<file path="src/rtl/mips_ctrl_pkg.sv">
`default_nettype none
// ============================================================================
// Module   : mips_ctrl_pkg
// Brief    : Shared codes for the MIPS control pipeline (MemtoReg, RegDst, fwd).
// Revision : 1.0 - initial release
// ============================================================================
package mips_ctrl_pkg;

    localparam int REG_AW_DFLT = 5;

    typedef enum logic [1:0] {
        M2R_ALU = 2'b00,
        M2R_MEM = 2'b01,
        M2R_PC8 = 2'b10
    } memtoreg_e;

    typedef enum logic [1:0] {
        RDST_RT = 2'b00,
        RDST_RD = 2'b01,
        RDST_RA = 2'b10
    } regdst_e;

    typedef enum logic [1:0] {
        FWD_RF  = 2'b00,
        FWD_MEM = 2'b01,
        FWD_WB  = 2'b10
    } fwd_e;

endpackage
`default_nettype wire

</file>
<file path="src/rtl/ctrl_pipe_if.sv">
`default_nettype none
// ============================================================================
// Module   : ctrl_pipe_if
// Brief    : ID control bundle in, staged controls / hazard selects out.
// Revision : 1.0 - initial release
// ============================================================================
interface ctrl_pipe_if #(
    parameter int REG_AW = 5,
    parameter int STAT_W = 32
);
    logic              RegWrite_id;
    logic              MemWrite_id;
    logic              ALUSrc_id;
    logic              Branch_id;
    logic              jr_id;
    logic [1:0]        MemtoReg_id;
    logic [1:0]        ALUop_id;
    logic [1:0]        RegDst_id;
    logic [REG_AW-1:0] rs_id;
    logic [REG_AW-1:0] rt_id;
    logic [REG_AW-1:0] rd_id;
    logic              use_rs_id;
    logic              use_rt_id;

    logic              stall;
    logic              RegWrite_ex;
    logic              RegWrite_mem;
    logic              RegWrite_wb;
    logic              MemWrite_mem;
    logic              ALUSrc_ex;
    logic [1:0]        ALUop_ex;
    logic [1:0]        MemtoReg_wb;
    logic [REG_AW-1:0] a3_ex;
    logic [REG_AW-1:0] a3_mem;
    logic [REG_AW-1:0] a3_wb;
    logic [1:0]        fwd_a_ex;
    logic [1:0]        fwd_b_ex;
    logic              fwd_rs_id;
    logic              fwd_rt_id;
    logic [STAT_W-1:0] stall_cnt;

    modport master (
        output RegWrite_id, MemWrite_id, ALUSrc_id, Branch_id, jr_id,
               MemtoReg_id, ALUop_id, RegDst_id, rs_id, rt_id, rd_id,
               use_rs_id, use_rt_id,
        input  stall, RegWrite_ex, RegWrite_mem, RegWrite_wb, MemWrite_mem,
               ALUSrc_ex, ALUop_ex, MemtoReg_wb, a3_ex, a3_mem, a3_wb,
               fwd_a_ex, fwd_b_ex, fwd_rs_id, fwd_rt_id, stall_cnt
    );

    modport slave (
        input  RegWrite_id, MemWrite_id, ALUSrc_id, Branch_id, jr_id,
               MemtoReg_id, ALUop_id, RegDst_id, rs_id, rt_id, rd_id,
               use_rs_id, use_rt_id,
        output stall, RegWrite_ex, RegWrite_mem, RegWrite_wb, MemWrite_mem,
               ALUSrc_ex, ALUop_ex, MemtoReg_wb, a3_ex, a3_mem, a3_wb,
               fwd_a_ex, fwd_b_ex, fwd_rs_id, fwd_rt_id, stall_cnt
    );

endinterface
`default_nettype wire

</file>
<file path="src/rtl/ctrl_pipe_hazard.sv">
`default_nettype none
// ============================================================================
// Module   : ctrl_hazard
// Brief    : Combinational load-use / ID-branch stall and forwarding selects.
// Revision : 1.0 - initial release
// ============================================================================
module ctrl_hazard #(
    parameter int REG_AW = 5
) (
    input  wire logic [REG_AW-1:0] i_rs_id,
    input  wire logic [REG_AW-1:0] i_rt_id,
    input  wire logic              i_use_rs_id,
    input  wire logic              i_use_rt_id,
    input  wire logic              i_branch_id,
    input  wire logic              i_jr_id,
    input  wire logic              i_regwrite_ex,
    input  wire logic [1:0]        i_memtoreg_ex,
    input  wire logic [REG_AW-1:0] i_a3_ex,
    input  wire logic [REG_AW-1:0] i_rs_ex,
    input  wire logic [REG_AW-1:0] i_rt_ex,
    input  wire logic              i_regwrite_mem,
    input  wire logic [1:0]        i_memtoreg_mem,
    input  wire logic [REG_AW-1:0] i_a3_mem,
    input  wire logic              i_regwrite_wb,
    input  wire logic [REG_AW-1:0] i_a3_wb,
    output logic                   o_stall,
    output logic [1:0]             o_fwd_a_ex,
    output logic [1:0]             o_fwd_b_ex,
    output logic                   o_fwd_rs_id,
    output logic                   o_fwd_rt_id
);
    import mips_ctrl_pkg::*;

    logic w_id_hit_ex;
    logic w_id_hit_mem;
    logic w_ex_load;
    logic w_mem_load;
    logic w_id_early;
    logic w_mem_wr;
    logic w_wb_wr;

    always_comb begin
        w_ex_load  = (i_memtoreg_ex  == M2R_MEM);
        w_mem_load = (i_memtoreg_mem == M2R_MEM);
        w_id_early = i_branch_id | i_jr_id;
        // $0 is excluded from every match so it can never stall or forward
        w_id_hit_ex  = (i_a3_ex != '0) &&
                       ((i_use_rs_id && (i_rs_id == i_a3_ex)) ||
                        (i_use_rt_id && (i_rt_id == i_a3_ex)));
        w_id_hit_mem = (i_a3_mem != '0) &&
                       ((i_use_rs_id && (i_rs_id == i_a3_mem)) ||
                        (i_use_rt_id && (i_rt_id == i_a3_mem)));
        w_mem_wr = i_regwrite_mem && (i_a3_mem != '0);
        w_wb_wr  = i_regwrite_wb  && (i_a3_wb  != '0);

        o_stall = (w_ex_load && w_id_hit_ex) ||
                  (w_id_early && i_regwrite_ex && w_id_hit_ex) ||
                  (w_id_early && w_mem_load && w_id_hit_mem);

        o_fwd_a_ex = FWD_RF;
        if (w_mem_wr && (i_a3_mem == i_rs_ex))
            o_fwd_a_ex = FWD_MEM;
        else if (w_wb_wr && (i_a3_wb == i_rs_ex))
            o_fwd_a_ex = FWD_WB;

        o_fwd_b_ex = FWD_RF;
        if (w_mem_wr && (i_a3_mem == i_rt_ex))
            o_fwd_b_ex = FWD_MEM;
        else if (w_wb_wr && (i_a3_wb == i_rt_ex))
            o_fwd_b_ex = FWD_WB;

        // a load in MEM has no result yet; those cases are covered by stall
        o_fwd_rs_id = w_mem_wr && !w_mem_load && (i_a3_mem == i_rs_id);
        o_fwd_rt_id = w_mem_wr && !w_mem_load && (i_a3_mem == i_rt_id);
    end

endmodule
`default_nettype wire

</file>
<file path="src/rtl/ctrl_pipe.sv">
`default_nettype none
// ============================================================================
// Module   : ctrl_pipe
// Brief    : EX/MEM/WB control pipeline with destination resolve and hazards.
//            Optional stall counter enabled by CTRL_PIPE_STATS_EN.
// Revision : 1.0 - initial release
// ============================================================================
module ctrl_pipe #(
    parameter int REG_AW = 5,
    parameter int STAT_W = 32
) (
    input  wire logic  clk,
    input  wire logic  reset,
    ctrl_pipe_if.slave bus
);
    import mips_ctrl_pkg::*;

    logic [REG_AW-1:0] w_a3_id;
    logic              w_stall;

    logic              r_regwrite_ex;
    logic              r_memwrite_ex;
    logic              r_alusrc_ex;
    logic [1:0]        r_memtoreg_ex;
    logic [1:0]        r_aluop_ex;
    logic [REG_AW-1:0] r_a3_ex;
    logic [REG_AW-1:0] r_rs_ex;
    logic [REG_AW-1:0] r_rt_ex;

    logic              r_regwrite_mem;
    logic              r_memwrite_mem;
    logic [1:0]        r_memtoreg_mem;
    logic [REG_AW-1:0] r_a3_mem;

    logic              r_regwrite_wb;
    logic [1:0]        r_memtoreg_wb;
    logic [REG_AW-1:0] r_a3_wb;

    always_comb begin
        w_a3_id = '0;
        if (bus.RegWrite_id) begin
            case (bus.RegDst_id)
                RDST_RT: w_a3_id = bus.rt_id;
                RDST_RD: w_a3_id = bus.rd_id;
                RDST_RA: w_a3_id = REG_AW'(31);
                default: w_a3_id = '0;
            endcase
        end
    end

    always_ff @(posedge clk) begin
        if (reset) begin
            r_regwrite_ex  <= 1'b0;
            r_memwrite_ex  <= 1'b0;
            r_alusrc_ex    <= 1'b0;
            r_memtoreg_ex  <= '0;
            r_aluop_ex     <= '0;
            r_a3_ex        <= '0;
            r_rs_ex        <= '0;
            r_rt_ex        <= '0;
            r_regwrite_mem <= 1'b0;
            r_memwrite_mem <= 1'b0;
            r_memtoreg_mem <= '0;
            r_a3_mem       <= '0;
            r_regwrite_wb  <= 1'b0;
            r_memtoreg_wb  <= '0;
            r_a3_wb        <= '0;
        end else begin
            // a stall holds IF/ID externally and injects an all-zero bubble here
            r_regwrite_ex  <= w_stall ? 1'b0 : bus.RegWrite_id;
            r_memwrite_ex  <= w_stall ? 1'b0 : bus.MemWrite_id;
            r_alusrc_ex    <= w_stall ? 1'b0 : bus.ALUSrc_id;
            r_memtoreg_ex  <= w_stall ? 2'b00 : bus.MemtoReg_id;
            r_aluop_ex     <= w_stall ? 2'b00 : bus.ALUop_id;
            r_a3_ex        <= w_stall ? '0 : w_a3_id;
            r_rs_ex        <= w_stall ? '0 : bus.rs_id;
            r_rt_ex        <= w_stall ? '0 : bus.rt_id;
            r_regwrite_mem <= r_regwrite_ex;
            r_memwrite_mem <= r_memwrite_ex;
            r_memtoreg_mem <= r_memtoreg_ex;
            r_a3_mem       <= r_a3_ex;
            r_regwrite_wb  <= r_regwrite_mem;
            r_memtoreg_wb  <= r_memtoreg_mem;
            r_a3_wb        <= r_a3_mem;
        end
    end

    ctrl_hazard #(
        .REG_AW (REG_AW)
    ) u_hazard (
        .i_rs_id        (bus.rs_id),
        .i_rt_id        (bus.rt_id),
        .i_use_rs_id    (bus.use_rs_id),
        .i_use_rt_id    (bus.use_rt_id),
        .i_branch_id    (bus.Branch_id),
        .i_jr_id        (bus.jr_id),
        .i_regwrite_ex  (r_regwrite_ex),
        .i_memtoreg_ex  (r_memtoreg_ex),
        .i_a3_ex        (r_a3_ex),
        .i_rs_ex        (r_rs_ex),
        .i_rt_ex        (r_rt_ex),
        .i_regwrite_mem (r_regwrite_mem),
        .i_memtoreg_mem (r_memtoreg_mem),
        .i_a3_mem       (r_a3_mem),
        .i_regwrite_wb  (r_regwrite_wb),
        .i_a3_wb        (r_a3_wb),
        .o_stall        (w_stall),
        .o_fwd_a_ex     (bus.fwd_a_ex),
        .o_fwd_b_ex     (bus.fwd_b_ex),
        .o_fwd_rs_id    (bus.fwd_rs_id),
        .o_fwd_rt_id    (bus.fwd_rt_id)
    );

    assign bus.stall        = w_stall;
    assign bus.RegWrite_ex  = r_regwrite_ex;
    assign bus.RegWrite_mem = r_regwrite_mem;
    assign bus.RegWrite_wb  = r_regwrite_wb;
    assign bus.MemWrite_mem = r_memwrite_mem;
    assign bus.ALUSrc_ex    = r_alusrc_ex;
    assign bus.ALUop_ex     = r_aluop_ex;
    assign bus.MemtoReg_wb  = r_memtoreg_wb;
    assign bus.a3_ex        = r_a3_ex;
    assign bus.a3_mem       = r_a3_mem;
    assign bus.a3_wb        = r_a3_wb;

`ifdef CTRL_PIPE_STATS_EN
    logic [STAT_W-1:0] r_stall_cnt;

    always_ff @(posedge clk) begin
        if (reset)
            r_stall_cnt <= '0;
        else if (w_stall)
            r_stall_cnt <= r_stall_cnt + STAT_W'(1);
    end

    assign bus.stall_cnt = r_stall_cnt;
`else
    assign bus.stall_cnt = '0;
`endif

endmodule
`default_nettype wire

</file>
<file path="src/flat_wrapper.sv">
// flat-port wrapper written by rule: the top's interface ports become plain ports
module ctrl_pipe_flat import mips_ctrl_pkg::*;
#(
    parameter int REG_AW = 5,
    parameter int STAT_W = 32
)
  (clk, reset, bus_RegWrite_id, bus_MemWrite_id, bus_ALUSrc_id, bus_Branch_id, bus_jr_id, bus_MemtoReg_id, bus_ALUop_id, bus_RegDst_id, bus_rs_id, bus_rt_id, bus_rd_id, bus_use_rs_id, bus_use_rt_id, bus_stall, bus_RegWrite_ex, bus_RegWrite_mem, bus_RegWrite_wb, bus_MemWrite_mem, bus_ALUSrc_ex, bus_ALUop_ex, bus_MemtoReg_wb, bus_a3_ex, bus_a3_mem, bus_a3_wb, bus_fwd_a_ex, bus_fwd_b_ex, bus_fwd_rs_id, bus_fwd_rt_id, bus_stall_cnt);
  ctrl_pipe_if #(.REG_AW(REG_AW), .STAT_W(STAT_W)) bus_i ();
  input  wire logic clk;
  input  wire logic reset;
  input wire logic [$bits(bus_i.RegWrite_id)-1:0] bus_RegWrite_id;
  input wire logic [$bits(bus_i.MemWrite_id)-1:0] bus_MemWrite_id;
  input wire logic [$bits(bus_i.ALUSrc_id)-1:0] bus_ALUSrc_id;
  input wire logic [$bits(bus_i.Branch_id)-1:0] bus_Branch_id;
  input wire logic [$bits(bus_i.jr_id)-1:0] bus_jr_id;
  input wire logic [$bits(bus_i.MemtoReg_id)-1:0] bus_MemtoReg_id;
  input wire logic [$bits(bus_i.ALUop_id)-1:0] bus_ALUop_id;
  input wire logic [$bits(bus_i.RegDst_id)-1:0] bus_RegDst_id;
  input wire logic [$bits(bus_i.rs_id)-1:0] bus_rs_id;
  input wire logic [$bits(bus_i.rt_id)-1:0] bus_rt_id;
  input wire logic [$bits(bus_i.rd_id)-1:0] bus_rd_id;
  input wire logic [$bits(bus_i.use_rs_id)-1:0] bus_use_rs_id;
  input wire logic [$bits(bus_i.use_rt_id)-1:0] bus_use_rt_id;
  output wire logic [$bits(bus_i.stall)-1:0] bus_stall;
  output wire logic [$bits(bus_i.RegWrite_ex)-1:0] bus_RegWrite_ex;
  output wire logic [$bits(bus_i.RegWrite_mem)-1:0] bus_RegWrite_mem;
  output wire logic [$bits(bus_i.RegWrite_wb)-1:0] bus_RegWrite_wb;
  output wire logic [$bits(bus_i.MemWrite_mem)-1:0] bus_MemWrite_mem;
  output wire logic [$bits(bus_i.ALUSrc_ex)-1:0] bus_ALUSrc_ex;
  output wire logic [$bits(bus_i.ALUop_ex)-1:0] bus_ALUop_ex;
  output wire logic [$bits(bus_i.MemtoReg_wb)-1:0] bus_MemtoReg_wb;
  output wire logic [$bits(bus_i.a3_ex)-1:0] bus_a3_ex;
  output wire logic [$bits(bus_i.a3_mem)-1:0] bus_a3_mem;
  output wire logic [$bits(bus_i.a3_wb)-1:0] bus_a3_wb;
  output wire logic [$bits(bus_i.fwd_a_ex)-1:0] bus_fwd_a_ex;
  output wire logic [$bits(bus_i.fwd_b_ex)-1:0] bus_fwd_b_ex;
  output wire logic [$bits(bus_i.fwd_rs_id)-1:0] bus_fwd_rs_id;
  output wire logic [$bits(bus_i.fwd_rt_id)-1:0] bus_fwd_rt_id;
  output wire logic [$bits(bus_i.stall_cnt)-1:0] bus_stall_cnt;
  assign bus_i.RegWrite_id = bus_RegWrite_id;
  assign bus_i.MemWrite_id = bus_MemWrite_id;
  assign bus_i.ALUSrc_id = bus_ALUSrc_id;
  assign bus_i.Branch_id = bus_Branch_id;
  assign bus_i.jr_id = bus_jr_id;
  assign bus_i.MemtoReg_id = bus_MemtoReg_id;
  assign bus_i.ALUop_id = bus_ALUop_id;
  assign bus_i.RegDst_id = bus_RegDst_id;
  assign bus_i.rs_id = bus_rs_id;
  assign bus_i.rt_id = bus_rt_id;
  assign bus_i.rd_id = bus_rd_id;
  assign bus_i.use_rs_id = bus_use_rs_id;
  assign bus_i.use_rt_id = bus_use_rt_id;
  assign bus_stall = bus_i.stall;
  assign bus_RegWrite_ex = bus_i.RegWrite_ex;
  assign bus_RegWrite_mem = bus_i.RegWrite_mem;
  assign bus_RegWrite_wb = bus_i.RegWrite_wb;
  assign bus_MemWrite_mem = bus_i.MemWrite_mem;
  assign bus_ALUSrc_ex = bus_i.ALUSrc_ex;
  assign bus_ALUop_ex = bus_i.ALUop_ex;
  assign bus_MemtoReg_wb = bus_i.MemtoReg_wb;
  assign bus_a3_ex = bus_i.a3_ex;
  assign bus_a3_mem = bus_i.a3_mem;
  assign bus_a3_wb = bus_i.a3_wb;
  assign bus_fwd_a_ex = bus_i.fwd_a_ex;
  assign bus_fwd_b_ex = bus_i.fwd_b_ex;
  assign bus_fwd_rs_id = bus_i.fwd_rs_id;
  assign bus_fwd_rt_id = bus_i.fwd_rt_id;
  assign bus_stall_cnt = bus_i.stall_cnt;
  ctrl_pipe #(.REG_AW(REG_AW), .STAT_W(STAT_W)) u_core (.clk(clk), .reset(reset), .bus(bus_i));
endmodule
</file>
<file path="config.mk">
export PLATFORM = sky130hd
export DESIGN_NAME = ctrl_pipe_flat
export DESIGN_NICKNAME = d
export VERILOG_FILES = /design/src/rtl/mips_ctrl_pkg.sv /design/src/rtl/ctrl_pipe_if.sv /design/src/rtl/ctrl_pipe_hazard.sv /design/src/rtl/ctrl_pipe.sv /design/src/flat_wrapper.sv
export SDC_FILE = /design/constraint.sdc
export NUM_CORES = 1
export LEC_CHECK = 0
export ABC_AREA = 1
export BUFFER_PORTS_ARGS = -buffer_cell sky130_fd_sc_hd__buf_4
export CORE_MARGIN = 2
export CORE_UTILIZATION = 47
export DETAILED_ROUTE_END_ITERATION = 12
export HOLD_SLACK_MARGIN = 0.03
export PLACE_DENSITY_LB_ADDON = 0.05
export SETUP_SLACK_MARGIN = 0.1
export SKIP_CTS_REPAIR_TIMING = 1
export SYNTH_ARGS = -nofsm -noshare
export SYNTH_HDL_FRONTEND = slang
export SYNTH_SLANG_ARGS = --single-unit
</file>
<file path="constraint.sdc">
create_clock -name clk -period 1.43 [get_ports clk]
set_input_delay 0.286 -clock clk [delete_from_list [all_inputs] [get_ports clk]]
set_output_delay 0.286 -clock clk [all_outputs]
set_load 0.02 [all_outputs]
</file>
==> flow_summary.toml <==
[status]
outcome = "finished with violations"
violations = "setup timing"

[detailed_routing]
vias = 1873
drt_pass1_iterations = 4
ant_nets = 0
route.detailed.drc = 0
wl_mm = 4.73
drt_iter0_markers = 45
vias_per_cell = 4.34
wire_per_inst_um = 11.0

[clock_tree]
clock_sink_count = 39
path_clk_slew_ns = 0.08
clock_latency_ns = 0.29
cts_tree = "built"
cts_buffers = 5
root_buffer = "clkbuf_8"
clk_path_buf_depth = 2
cts_max_level = 2

[pwr]
ir_drop_mv = 0.508
p_int_mw = 1.88
p_sw_uw = 736
p_seq_share_pct = 45.0
p_leak_nw = 1.60
p_clk_share_pct = 34.4
pwr-share-comb_pct = 20.6
switching_share_pct = 28.1
p_per_area_nw_per_um2 = 866

[worst_hold_path]
min_delay_path_depth = 3
holdCritStartpoint = "bus_ALUop_id[1]"
hold_class = "input pin to flop"
hold_end = "u_core.bus.ALUop_ex[1]"

[setup_path]
crit_family = "simple AND/OR/NAND/NOR gates"
cp_max_fo = 5
crit_arrival_ns = 1.51
reg2reg_slack_ns = -0.08
r2r_end = "u_core.r_rs_ex[4]"
critPathMaxStageDelay_ns = 0.36
crit_buf_inv = 2
path_cells = "buf_6, xnor2_4, nand3_2, nor4_4, buf_4"
required_ns = 1.14
reg2reg_depth = 9
start_kind = "flop"
path_depth = 5
critPathCaptureType = "output port"
r2r_start = "u_core.bus.a3_mem[4]"
slowest_stage = "dfxtp_4"
crit_type = "flop to output port"

[place]
post-dp-hpwl_mm = 3.66
place.port_buffers = 60
place.gp.congestion = 0.871

[finish]
diodes = 0
post_route_cells_drive_above_1_share_pct = 39.5
fin_nets = 409
area_delta_synth_final_pct = 45.3
nFillCells = 371
utilization_pct = 70.3

[floorplanning]
die_x_um = 70.5
pin_count = 93
core_area_um2 = 4290
chipHeight_um = 70.5
rows = 24
start_util_pct = 48.4
dieArea_um2 = 4970

[job]
maxCapViolations = 0

[grt]
grt-ovfl-total = 0
grt_pass1_wl_mm = 7.09
grt_max_degree = 20
antenna_found_initial = 0
track_usage_pct = 18.3
grt_pass1_vias = 1611

[sta]
min_period_over_period_pct = 126
tns_ns = -3.06
layout_min_cycle_time_ns = 1.80
finalHoldViolCount = 0
skew_ns = 0.00577
setup_viol = 23
finalMaxSlewViolations = 0
final.setup.worst_slack_ns = -0.369
max_freq_mhz = 556
rsz0062_at_grt = "yes"

[synth]
synthDistinctLibCells = 25
ys_seq_area_share_pct = 37.6
netlist_area_um2 = 2080
synth-seq-cells = 39
synth_warnings = 0
postSynthAreaPerCell_um2 = 7.24
syn_inst = 287
==> routing by layer <==
| layer | up-vias | wire length (um) | GRT usage, % | part of all wire [%] |
|---|---|---|---|---|
| met5 | - | 0 | 0 | 0 |
| met1 | 806 | 2050 | 22.3 | 43 |
| met2 | 67 | 2310 | 29.5 | 49 |
| li1 | 992 | - | - | - |
| met3 | 8 | 288 | 5.05 | 6.1 |
| met4 | 0 | 83 | 9.19 | 1.8 |
==> final cells by class <==
cell class,instances,area [um2],area share (%)
repair buffers,92,724,24.0
well taps,52,65.1,2.15
inverters,39,146,4.85
flip-flops and latches,39,806,26.7
clock inverters,3,43.8,1.45
multi-input cells,202,1170,38.6
clock buffers,5,68.8,2.28
==> power groups by stage <==
stage,combinational [mW],sequential [mW],clock (mW)
after CTS,0.499,1.18,0.924
after detailed placement,0.497,1.20,0
final,0.539,1.18,0.899
after floorplan,0.351,1.22,0
after global routing,0.588,1.18,0.964
after global placement,0.494,1.20,0
==> through the flow <==
step                std cells  power [mW]  setup WS, ns  instance area (um2)  hold WS [ns]
floorplan                 318        1.57       -0.0907                 2310         0.388
global placement          419        1.69        -0.131                 2730         0.389
detailed placement        419        1.70        -0.135                 2730         0.398
CTS                       427        2.60        -0.424                 2840         0.198
global route              432        2.74        -0.455                 3020         0.198
finish                    432        2.62        -0.369                 3020         0.204
==> cell families after synthesis <==
group	share of synthesized area, %
and+or+nand+nor	26.6
buffers and inverters	21.5
DFF	37.6
xor gates and xnor gates	10.1
AOI/OAI and AO/OA	4.09
other	0.180
==> registers in the layout, summed over array words and instances, names as in the netlist, 2 cells and up <==
register and count:
u_core.bus.a3_ex 5, u_core.bus.a3_mem 5, u_core.bus.a3_wb 5, u_core.r_rs_ex 5, u_core.r_rt_ex 5, u_core.bus.ALUop_ex 2
u_core.bus.MemtoReg_wb 2, u_core.r_memtoreg_ex 2, u_core.r_memtoreg_mem 2
==> worst max path at each step <==
stage / slack, ns / from / end
6_report: -0.37 / u_core.bus.a3_mem[4] / bus_fwd_b_ex[0]
5_1_grt: -0.46 / u_core.bus.a3_mem[4] / bus_fwd_b_ex[0]
4_1_cts: -0.42 / u_core.bus.a3_mem[3] / bus_fwd_a_ex[1]
3_5_place_dp: -0.13 / bus_rs_id[2] / bus_stall
3_3_place_gp: -0.13 / bus_rs_id[2] / bus_stall
2_1_floorplan: -0.09 / u_core.bus.a3_mem[1] / bus_fwd_b_ex[1]
==> Yosys cell counts <==
master,instances,area share [%]
xnor2_1,13,5.5
buf_4,34,12
nor2_1,57,10
nand2_2,1,0.30
buf_8,1,0.72
nand3_1,7,1.7
inv_1,38,6.9
nor3_1,5,1.2
nand3_4,1,0.84
conb_1,1,0.18
xor2_1,11,4.6
nand3_2,1,0.48
a21oi_1,1,0.24
nand2_1,49,8.9
a22oi_1,1,0.36
o21ai_0,12,2.9
buf_6,2,1.1
inv_2,1,0.18
o211ai_2,1,0.60
nand4_1,5,1.5
clkbuf_1,2,0.36
nor4_1,1,0.30
dfxtp_1,39,38
nor3_2,1,0.48
or2_2,2,0.60
==> worst reg2reg max path, delay by kind of cell, from the launching register on <==
kind / cells / cell delay [ns]
buf+inv: 3 / 0.34
compound gates: 1 / 0.08
flops: 1 / 0.36
simple gates: 5 / 0.66
==> placed cells by master (no fill, tap or decap), types with 10 or more instances in the layout <==
cell,Yosys,layout
nand2_1,49,45
conb_1,1,32
buf_4,34,83
xnor2_1,13,10
inv_1,38,36
xor2_1,11,11
o21ai_0,12,10
dfxtp_1,39,29
nor2_1,57,41
nor2_2,0,12
No activity file was read; power rests on OpenSTA's default activity.
